File: src/rtl/byte_encode_stream.sv
// ML-KEM ByteEncode_d packer: 256 coefficients in, 32*D bytes out, LSB-first bit stream.
// Handshakes: a transfer happens on a rising edge where valid && ready are both high.
module byte_encode_stream #(
  parameter int D        = 12,
  parameter int IN_WIDTH = 16,
  parameter int ACC_W    = 24
) (
  input  logic                clk_i,
  input  logic                rst_i,
  input  logic [IN_WIDTH-1:0] coef_i,
  input  logic                coef_valid_i,
  output logic                coef_ready_o,
  output logic [7:0]          byte_o,
  output logic                byte_valid_o,
  input  logic                byte_ready_i,
  output logic                byte_last_o,
  output logic                range_err_o
);

  localparam int CNT_W = $clog2(ACC_W + 1);
  localparam int BYTES = 32 * D;
  localparam int BC_W  = $clog2(BYTES);

  localparam logic [CNT_W-1:0] READY_MAX = CNT_W'(ACC_W - D);
  localparam logic [CNT_W-1:0] EIGHT     = CNT_W'(8);
  localparam logic [CNT_W-1:0] D_BITS    = CNT_W'(D);
  localparam logic [BC_W-1:0]  LAST_BYTE = BC_W'(BYTES - 1);

  if (D < 1 || D > 12 || IN_WIDTH < D || ACC_W < D + 8) begin : g_bad_params
    $error("byte_encode_stream: illegal parameter combination");
  end

  logic [ACC_W-1:0] acc, acc_shifted, acc_next;
  logic [CNT_W-1:0] cnt, cnt_shifted, cnt_next;
  logic [7:0]       coef_cnt;
  logic [BC_W-1:0]  byte_cnt;
  logic             push, pop;

  // The pop shift is applied before the push so a simultaneous push lands at cnt-8.
  always_comb begin
    pop         = (cnt >= EIGHT) && (!byte_valid_o || byte_ready_i);
    push        = coef_valid_i && coef_ready_o;
    acc_shifted = acc;
    cnt_shifted = cnt;
    if (pop) begin
      acc_shifted = acc >> 8;
      cnt_shifted = cnt - EIGHT;
    end
    acc_next = acc_shifted;
    cnt_next = cnt_shifted;
    if (push) begin
      acc_next = acc_shifted | (ACC_W'(coef_i[D-1:0]) << cnt_shifted);
      cnt_next = cnt_shifted + D_BITS;
    end
  end

  always_ff @(posedge clk_i) begin
    if (rst_i) begin
      acc          <= '0;
      cnt          <= '0;
      coef_cnt     <= '0;
      byte_cnt     <= '0;
      coef_ready_o <= 1'b0;
      byte_o       <= '0;
      byte_valid_o <= 1'b0;
      byte_last_o  <= 1'b0;
    end else begin
      acc          <= acc_next;
      cnt          <= cnt_next;
      coef_ready_o <= (cnt_next <= READY_MAX);
      if (push) coef_cnt <= coef_cnt + 8'd1;
      if (pop) begin
        byte_o       <= acc[7:0];
        byte_valid_o <= 1'b1;
        byte_last_o  <= (byte_cnt == LAST_BYTE);
        byte_cnt     <= (byte_cnt == LAST_BYTE) ? '0 : byte_cnt + BC_W'(1);
      end else if (byte_ready_i) begin
        byte_valid_o <= 1'b0;
      end
    end
  end

  if (D == 12) begin : g_range
    always_ff @(posedge clk_i) begin
      if (rst_i) range_err_o <= 1'b0;
      else if (push && (coef_i[11:0] >= 12'd3329)) range_err_o <= 1'b1;
    end
  end else begin : g_no_range
    assign range_err_o = 1'b0;
  end

  if (IN_WIDTH > D) begin : g_upper
    logic unused_upper;
    assign unused_upper = ^coef_i[IN_WIDTH-1:D];
  end

  // Bits held always equal bits pushed minus bits popped, modulo one polynomial.
  a_bit_balance: assert property (@(posedge clk_i) disable iff (rst_i)
    int'(cnt) == ((D * int'(coef_cnt) + 256 * D - 8 * int'(byte_cnt)) % (256 * D)));

endmodule

File: config.mk
export PLATFORM = sky130hd
export DESIGN_NAME = byte_encode_stream
export DESIGN_NICKNAME = d
export VERILOG_FILES = /design/src/rtl/byte_encode_stream.sv
export SDC_FILE = /design/constraint.sdc
export NUM_CORES = 1
export LEC_CHECK = 0
export CELL_PAD_IN_SITES_DETAIL_PLACEMENT = 1
export CELL_PAD_IN_SITES_GLOBAL_PLACEMENT = 1
export CORE_MARGIN = 1
export CORE_UTILIZATION = 44
export CTS_CLUSTER_SIZE = 16
export DETAILED_ROUTE_END_ITERATION = 6
export PLACE_DENSITY = 0.81
export SYNTH_ARGS = -nofsm -noshare
export SYNTH_HDL_FRONTEND = slang
export SYNTH_SLANG_ARGS = --single-unit
File: constraint.sdc
create_clock -name clk_i -period 3.7 [get_ports clk_i]
set_clock_uncertainty 0.05 [all_clocks]
set_input_delay 0.555 -clock clk_i [delete_from_list [all_inputs] [get_ports clk_i]]
set_output_delay 0.555 -clock clk_i [all_outputs]
set_load 0.02 [all_outputs]
==> flow_results.org, run 1 <==
** Synth
- Summing every instance area after synthesis gives between 2000 and 2500 um2.
- Counting flops and latches in the post-synthesis netlist gives 48.
- Yosys mapped a number of flops with a built-in enable equal to 0.
- Mean cell area of the mapped netlist :: ~8.5 um2
- Counting flops with an async set or reset pin after synthesis yields a share of 0%.
- Post-synthesis cell count :: roughly 280
- Most used flip-flop cell after synthesis :: dfxtp_1
- After synthesis, the netlist uses 48 different library cells.
- Synthesis warning total :: 0
- The number of nets handed over by synthesis was about 300.
- Sequential elements use between 40% and 50% of the synthesized area.

** Worst setup path
- For this design, the slowest cell found on the critical path is nor3b_1.
- STA classifies the critical path startpoint as a flip-flop.
- The critical path goes through inv_1, ha_1, o21ai_0, nand3_1, o22ai_1, nor3b_1, a21o_1.
- For this run, the slowest stage of the critical path takes between 0.5 and 0.6 ns.
- Along the worst path, the maximum fanout reaches 10.
- Critical setup path kind :: reg2reg
- Worst setup EP type :: flip-flop
- Crit path arrival time :: between 2 and 3 ns
- For the worst setup path, the data required time is around 3.9 ns.

** STA
- The final critical path takes up between 60% and 70% of the cycle.
- After layout, the worst setup slack is approximately 1.1 ns.
- RSZ-0062 raised after global routing :: no
- Final count of pins violating max slew :: 0
- Tightest Pin Transition :: roughly 0.72 ns
- Headroom to the max-slew limit :: roughly half
- Clock period minus final worst setup slack :: ~2.6 ns
- Final setup violation count :: 0
- Based on the critical path, the design can be clocked at up to between 0.3 and 0.4 GHz.
- In the final timing run, aggregate negative setup slack is 0 ns.
- Final Hold Fails :: 0

** Routing
- Routed met2 length :: between 3000 and 4000 um
- After detailed routing, the number of vias per cell comes to approximately 5.7.
- For this block, wires on met1 add up to approximately 2900 um.
- After the first detailed-routing iteration, the DRC count stood at between 100 and 150.
- Routed signal wires occupy layers up through met4.
- Number of vias in the routed layout :: 2117
- The first detailed-routing pass took 4 iterations.
- After detailed routing, the number of remaining DRC violations is 0.
- Routed wire length :: between 6000 and 7000 um
- Met3 WL :: 274 um
- Routed wire per std cell :: ~17 um
- Remaining antenna violation count after routing :: 0

** Placement
- The congestion estimate from routability-driven global placement came to about 0.86.
- Post-placement setup slack :: 0.899 ns
- Count of buffers inserted at the top-level ports :: 27
- HPWL Detailed :: 4400 um

** Die
- The initial utilization of the core area, before any placement, comes to about 46%.
- After floorplanning, the core was sized to cover approximately 5100 um2.
- In this run the vertical extent of the chip is around 75 um.
- The floorplan has 26 rows.
- Overall die area :: ~5600 um2
- Width of the die :: about 75 um
- Pin placement for this block handled 32 I/O pins.

** Clock tree
- Clock-pin slew of the registers on the worst-case setup and hold paths :: ~0.09 ns
- The longest clock path from root to sink contains 2 buffers.
- Number of instances resized during post-cts repair :: 0
- The tree is rooted in a clkbuf_8.
- Clock network latency to the later pin of the worst-skew pair :: ~0.30 ns
- Post-CTS repair timing setup buffer count :: 0
- For this design, the sink count on the clock tree is 48.
- The H-tree was split into 2 levels.
- TritonCTS clock tree :: yes
- Buffers inserted during clock tree synthesis total 5.
- For this design, the CTS-stage hold fixing added 0 buffers.

** Cells and area
- In the final layout, the multi-input gates occupy roughly 1300 um2.
- Fraction of layout instances using a drive strength above 1 :: ~8.3%
- 0 antenna diodes ended up in the layout.
- Final design utilization :: about 54%
- After filler insertion, the fill cell instance count of the layout stands at 650.
- Growth of design area from synthesis to finish :: 17.2%
- Layout net count :: ~320
- In the final layout, flip-flops and latches occupy 961 um2.

** Global routing
- Pin count of the biggest net entering global routing :: 33
- Antenna violations before repair :: 0
- The number of global-route vias before repair is just under 2000.
- Leftover overflow at the end of global routing :: 0
- The first global-routing pass estimated about 10000 um of wire.
- Overall routing resource usage :: 23.4%

** Hold path
- In this run the worst hold path is classified as reg2reg.

** Run status
- The run finished with clean final reports.

** Pwr
- VDD sags by at most between 0.5 and 0.6 mV.
- In this run the power density over the cells is approximately 740 nW/um2.
- The analysis attributes to cell leakage a power of 0.000986 uW.

** Job
- Max-cap viol count :: 0
-- routing by layer --
metal	GRT usage, %	up-vias
met3	4.55	6
li1	-	1042
met1	31.9	1022
met4	4.94	0
met5	0	-
met2	38.7	47
-- cells by family after synthesis --
kind of cell	after synthesis	synth area share, %
AO/OA/AOI/OAI	70	20.0
XOR/XNOR	8	2.98
adder cells (fa/ha/maj)	2	1.06
buffers and inverters	20	4.04
flip-flops	48	40.8
multiplexers	20	9.41
AND/OR/NAND/NOR	109	21.7
-- per-stage QoR --
| step | hold WS [ns] | power (uW) | instances | cell area [um2] |
|---|---|---|---|---|
| final | 0.406 | 2050 | 370 | 2760 |
| after global routing | 0.420 | 2190 | 370 | 2760 |
| after CTS | 0.406 | 2070 | 370 | 2760 |
| after detailed placement | 0.393 | 1730 | 362 | 2660 |
| after global placement | 0.390 | 1700 | 362 | 2660 |
| after floorplan | 0.382 | 1470 | 277 | 2350 |
-- cell usage after synthesis (3+ instances only) --
master,n,area [um2]
nand2_1,53,199
dfxtp_1,48,961
a21oi_1,21,105
nor2_1,15,56.3
nand4_1,11,68.8
a31oi_1,9,56.3
mux2_2,9,101
mux2i_1,9,90.1
clkbuf_1,7,26.3
nor2b_1,7,43.8
a21o_1,6,45.0
nor3_1,6,30.0
o22ai_1,6,37.5
xor2_1,6,52.6
a211oi_1,5,37.5
a32oi_1,5,43.8
a22o_1,4,35.0
buf_2,4,20.0
inv_1,4,15.0
nand3_1,3,15.0
-- registers in the layout (all words and copies together), names as in the netlist --
name / count
acc: 24
byte_cnt: 9
byte_last_o: 1
byte_o: 8
byte_valid_o: 1
cnt: 3
coef_ready_o: 1
range_err_o: 1
-- path summary, 6_finish.rpt --
check,start,to,slack (ns),depth (start not counted)
setup / recovery,cnt[3],acc[16],1.12,7
setup reg to reg,cnt[3],acc[16],1.12,7
hold reg to reg,byte_last_o,byte_last_o,0.41,2
hold / removal,byte_last_o,byte_last_o,0.41,2
-- cell type report --
class | count | area share (%)
Timing Repair Buffer | 31 | 10.9
Inverter | 4 | 0.544
Clock buffer | 6 | 2.99
Multi-Input combinational cell | 209 | 47.1
Clock inverter | 2 | 0.544
Tap cell | 70 | 3.17
Sequential cell | 48 | 34.8
-- power by group --
part | switching (uW) | internal, uW
clock | 182 | 152
sequential | 61.1 | 600
combinational | 675 | 383
-- cell usage in the layout (no fill, tap or decap), types with 7 or more instances in the layout --
master,netlist,routed
a21oi_1,21,21
nand2_1,53,53
nor2_1,15,15
nand4_1,11,11
nor2b_1,7,7
mux2_2,9,9
clkdlybuf4s50_1,0,27
a31oi_1,9,9
mux2i_1,9,9
dfxtp_1,48,48
-- critical path: cells and delay by family, from the launching register on --
family	cells	cell delay, ns
and+or+nand+nor	2	0.80
AOI/OAI and AO/OA	3	0.72
DFF	1	0.46
adders and majority gates	1	0.35
buffers and inverters	1	0.15
No activity file was read; power rests on OpenSTA's default activity.
==> run 2, diff against run 1 <==
CORE_UTILIZATION = 41   (was 44)
PLACE_DENSITY = 0.76   (was 0.81)
clock period = 2.5 ns   (was 3.7 ns; I/O delays follow)
==> flow_results.org, run 2 (same netlist as run 1, synthesis figures left out) <==
** Run status
- Status :: completed

** Pwr
- Static leakage :: 0.00106 uW (+7.3%)
- Peak supply drop :: 0.607 mV (+16%)
- The post-route total power came to 3310 uW (+61%).
- PwrDens :: 1150 nW/um2 (+54%)

** Worst setup path
- RR Startpoint :: cnt[3]
- The worst path buffer plus inverter count is 1 (unchanged).
- The slowest stage of the critical path belongs to the cell or3_1.
- The number of logic stages on the critical path including buffering came to 7 (unchanged).
- Critical path fanouts, max :: 10 (unchanged)
- The minimum setup slack among reg-to-reg paths is 0.16 ns (-0.96 ns).
- The highest cell delay on the worst timing path came to 0.45 ns (-0.10 ns).
- The endpoint identified for the worst register-to-register timing path is acc[15].
- Start point of the critical path :: cnt[3]
- R2R depth :: 7 (unchanged)
- The worst setup path is captured at a flip-flop.
- Walking the worst path, the cells encountered are inv_1, ha_2, nor2b_1, a32oi_1, and2_1, or3_1, o32ai_1.
- Kind of cell with the highest combined delay on the critical path :: simple AND/OR/NAND/NOR gates
- Critical Path Source Type :: flip-flop
- The required time at the endpoint of the critical path was 2.66 ns (-1.24 ns).
- The worst setup path is of the reg2reg kind.
- The most critical setup path has its endpoint at acc[15].
- The data arrival time of the critical path was 2.50 ns (-0.28 ns).

** Cells and area
- Non-Filler Instances :: 384 (+3.8%)
- Largest registers in the final layout :: acc: 24 flops, byte_cnt: 9 flops, byte_o: 8 flops
- The flip-flop count of the largest register after layout was 24 (unchanged).
- Compared with the post-synthesis result, the final layout area differs by 22.3%.
- The top cell types in the final layout, fill and taps aside, are nand2_1, dfxtp_1, clkdlybuf4s50_1, a21oi_1, buf_4.
- Most flops, register :: acc
- Number of diodes added for antenna fixing :: 0 (unchanged)
- Layout net count :: 333 (+3.7%)
- Most common cell after layout, fill and taps aside :: nand2_1
- Fraction of layout instances using a drive strength above 1 :: 12.2% (+3.8 points)

** STA
- Final worst-path cycle share :: 93.5% (+24 points)
- Final Hold Fails :: 0 (unchanged)
- The number of pins exceeding their max-slew limit in the final report was 0 (unchanged).
- Clock period minus final worst setup slack :: 2.34 ns (-0.237 ns)
- Worst slack on hold paths :: 0.408 ns (+0.00257 ns)
- Tightest Pin Transition :: 0.469 ns (-0.255 ns)
- The setup TNS after final layout is 0 ns (unchanged).
- Setup repair after global routing left no endpoint under its margin.
- Headroom to the max-slew limit :: 68.5% (+17 points)
- The count of final setup violators came to 0 (unchanged).
- The highest achievable clock rate was 0.428 GHz (+10%).

** Die
- The number of standard-cell rows in the floorplan came to 27 (+3.8%).
- Overall die area :: 6050 um2 (+7.1%)
- Vert. Die Dim :: 77.8 um (+3.5%)
- The core region area is 5510 um2 (+7.1%).
- Starting density of the core :: 42.8% (-3.1 points)
- The I/O pin count is 32 (unchanged).
- The die extent in x came to 77.8 um (+3.5%).

** Clock tree
- Depth of the CTS H-tree :: 2 (unchanged)
- The latest clock arrival within the worst-skew pair came to 0.30 ns (about the same).
- Clock sink total :: 48 (unchanged)
- Post-CTS repair timing setup buffer count :: 0 (unchanged)
- TritonCTS built the clock tree.
- Number of buffers inserted during clock tree synthesis :: 5 (unchanged)
- CTS Root Cell :: clkbuf_8
- CTS max path bufs :: 2 (unchanged)
- Clock-pin slew of the registers on the worst-case setup and hold paths :: 0.10 ns (about the same)

** Routing
- The routed wire length is 6360 um (+1.7%).
- The final antenna-violating net count came to 0 (unchanged).
- Number of vias in the routed layout :: 2191 (+3.5%)
- Via count normalized by instance count :: 5.71 (-0.28%)
- The initial detailed-routing violation count is 90 (-20%).
- The count of TritonRoute iterations in the first routing pass was 4 (unchanged).
- The final routed DRC violation total is 0 (unchanged).
- Routed wire per std cell :: 16.6 um (-2.0%)

** Placement
- The global placer's final weighted congestion came to 0.861 (+0.19%).
- The number of buffers added on ports was 27 (unchanged).
- Cells after DPL :: 376 (+3.9%)
- The detailed placer's ending HPWL came to 4590 um (+4.3%).

** Hold path
- The hold path depth is 2 (unchanged).
- Class of the tightest hold or removal check :: reg2reg

** Global routing
- Via count of the first global-routing pass :: 2123 (+8.9%)
- The number of antenna violations at the first check in global routing is 0 (unchanged).
- First-pass GRT wire length :: 10700 um (+9.6%)
- The overall routing resource usage was 22.3% (-1.1 points).
- Leftover overflow at the end of global routing :: 0 (unchanged)
- The largest net degree at the start of global routing was 26 (-21%).

** Job
- Max-cap viol count :: 0 (unchanged)
-- run 2: worst min-delay path by stage --
stage                  endpoint   startpoint
finish                byte_o[2]       acc[2]
global route          byte_o[4]    byte_o[4]
CTS                   byte_o[4]       acc[4]
detailed placement    byte_o[4]       acc[4]
global placement    byte_last_o  byte_last_o
floorplan             byte_o[0]       acc[0]
-- run 2: area by class of cell --
cell class	count	area (um2)
clock inverters	3	46.3
clock buffers	5	68.8
inverters	4	15.0
well taps	72	90.1
fillers	665	2630
repair buffers	43	390
multi-input cells	209	1310
flip-flops and latches	48	961
-- run 2: metrics by stage --
step / instance area (um2) / utilization [%] / setup WS (ns)
2_1_floorplan: 2350 / - / 0.493
3_3_place_gp: 2760 / 50.0 / 0.145
3_5_place_dp: 2760 / 50.0 / 0.0969
4_1_cts: 2870 / 52.1 / 0.128
5_1_grt: 2880 / 52.3 / 0.0520
6_report: 2880 / 52.3 / 0.161
-- run 2: power by group --
part           internal, uW  switching (uW)
registers               888            94.6
logic                   706            1030
clock network           302             289
total                  1900            1410
-- run 2: tightest hold or removal path, delay by kind of cell (launching register included) --
kind / cells / cell delay, ns
compound gates: 1 / 0.05
flops: 1 / 0.32
simple gates: 1 / 0.05
-- run 2: layer usage --
metal / GRT usage (%) / routed length, um / vias up
li1: - / - / 1066
met1: 31.3 / 3170 / 1068
met4: 9.06 / 160 / 0
met2: 34.4 / 2870 / 43
met5: 0 / 0 / -
met3: 3.06 / 160 / 14
-- run 2: what timing repair did --
action	in CTS	in global routing
setup endpoints to repair	0	10
hold endpoints to repair	0	0
gates resized for setup	0	2
hold buffers	0	0
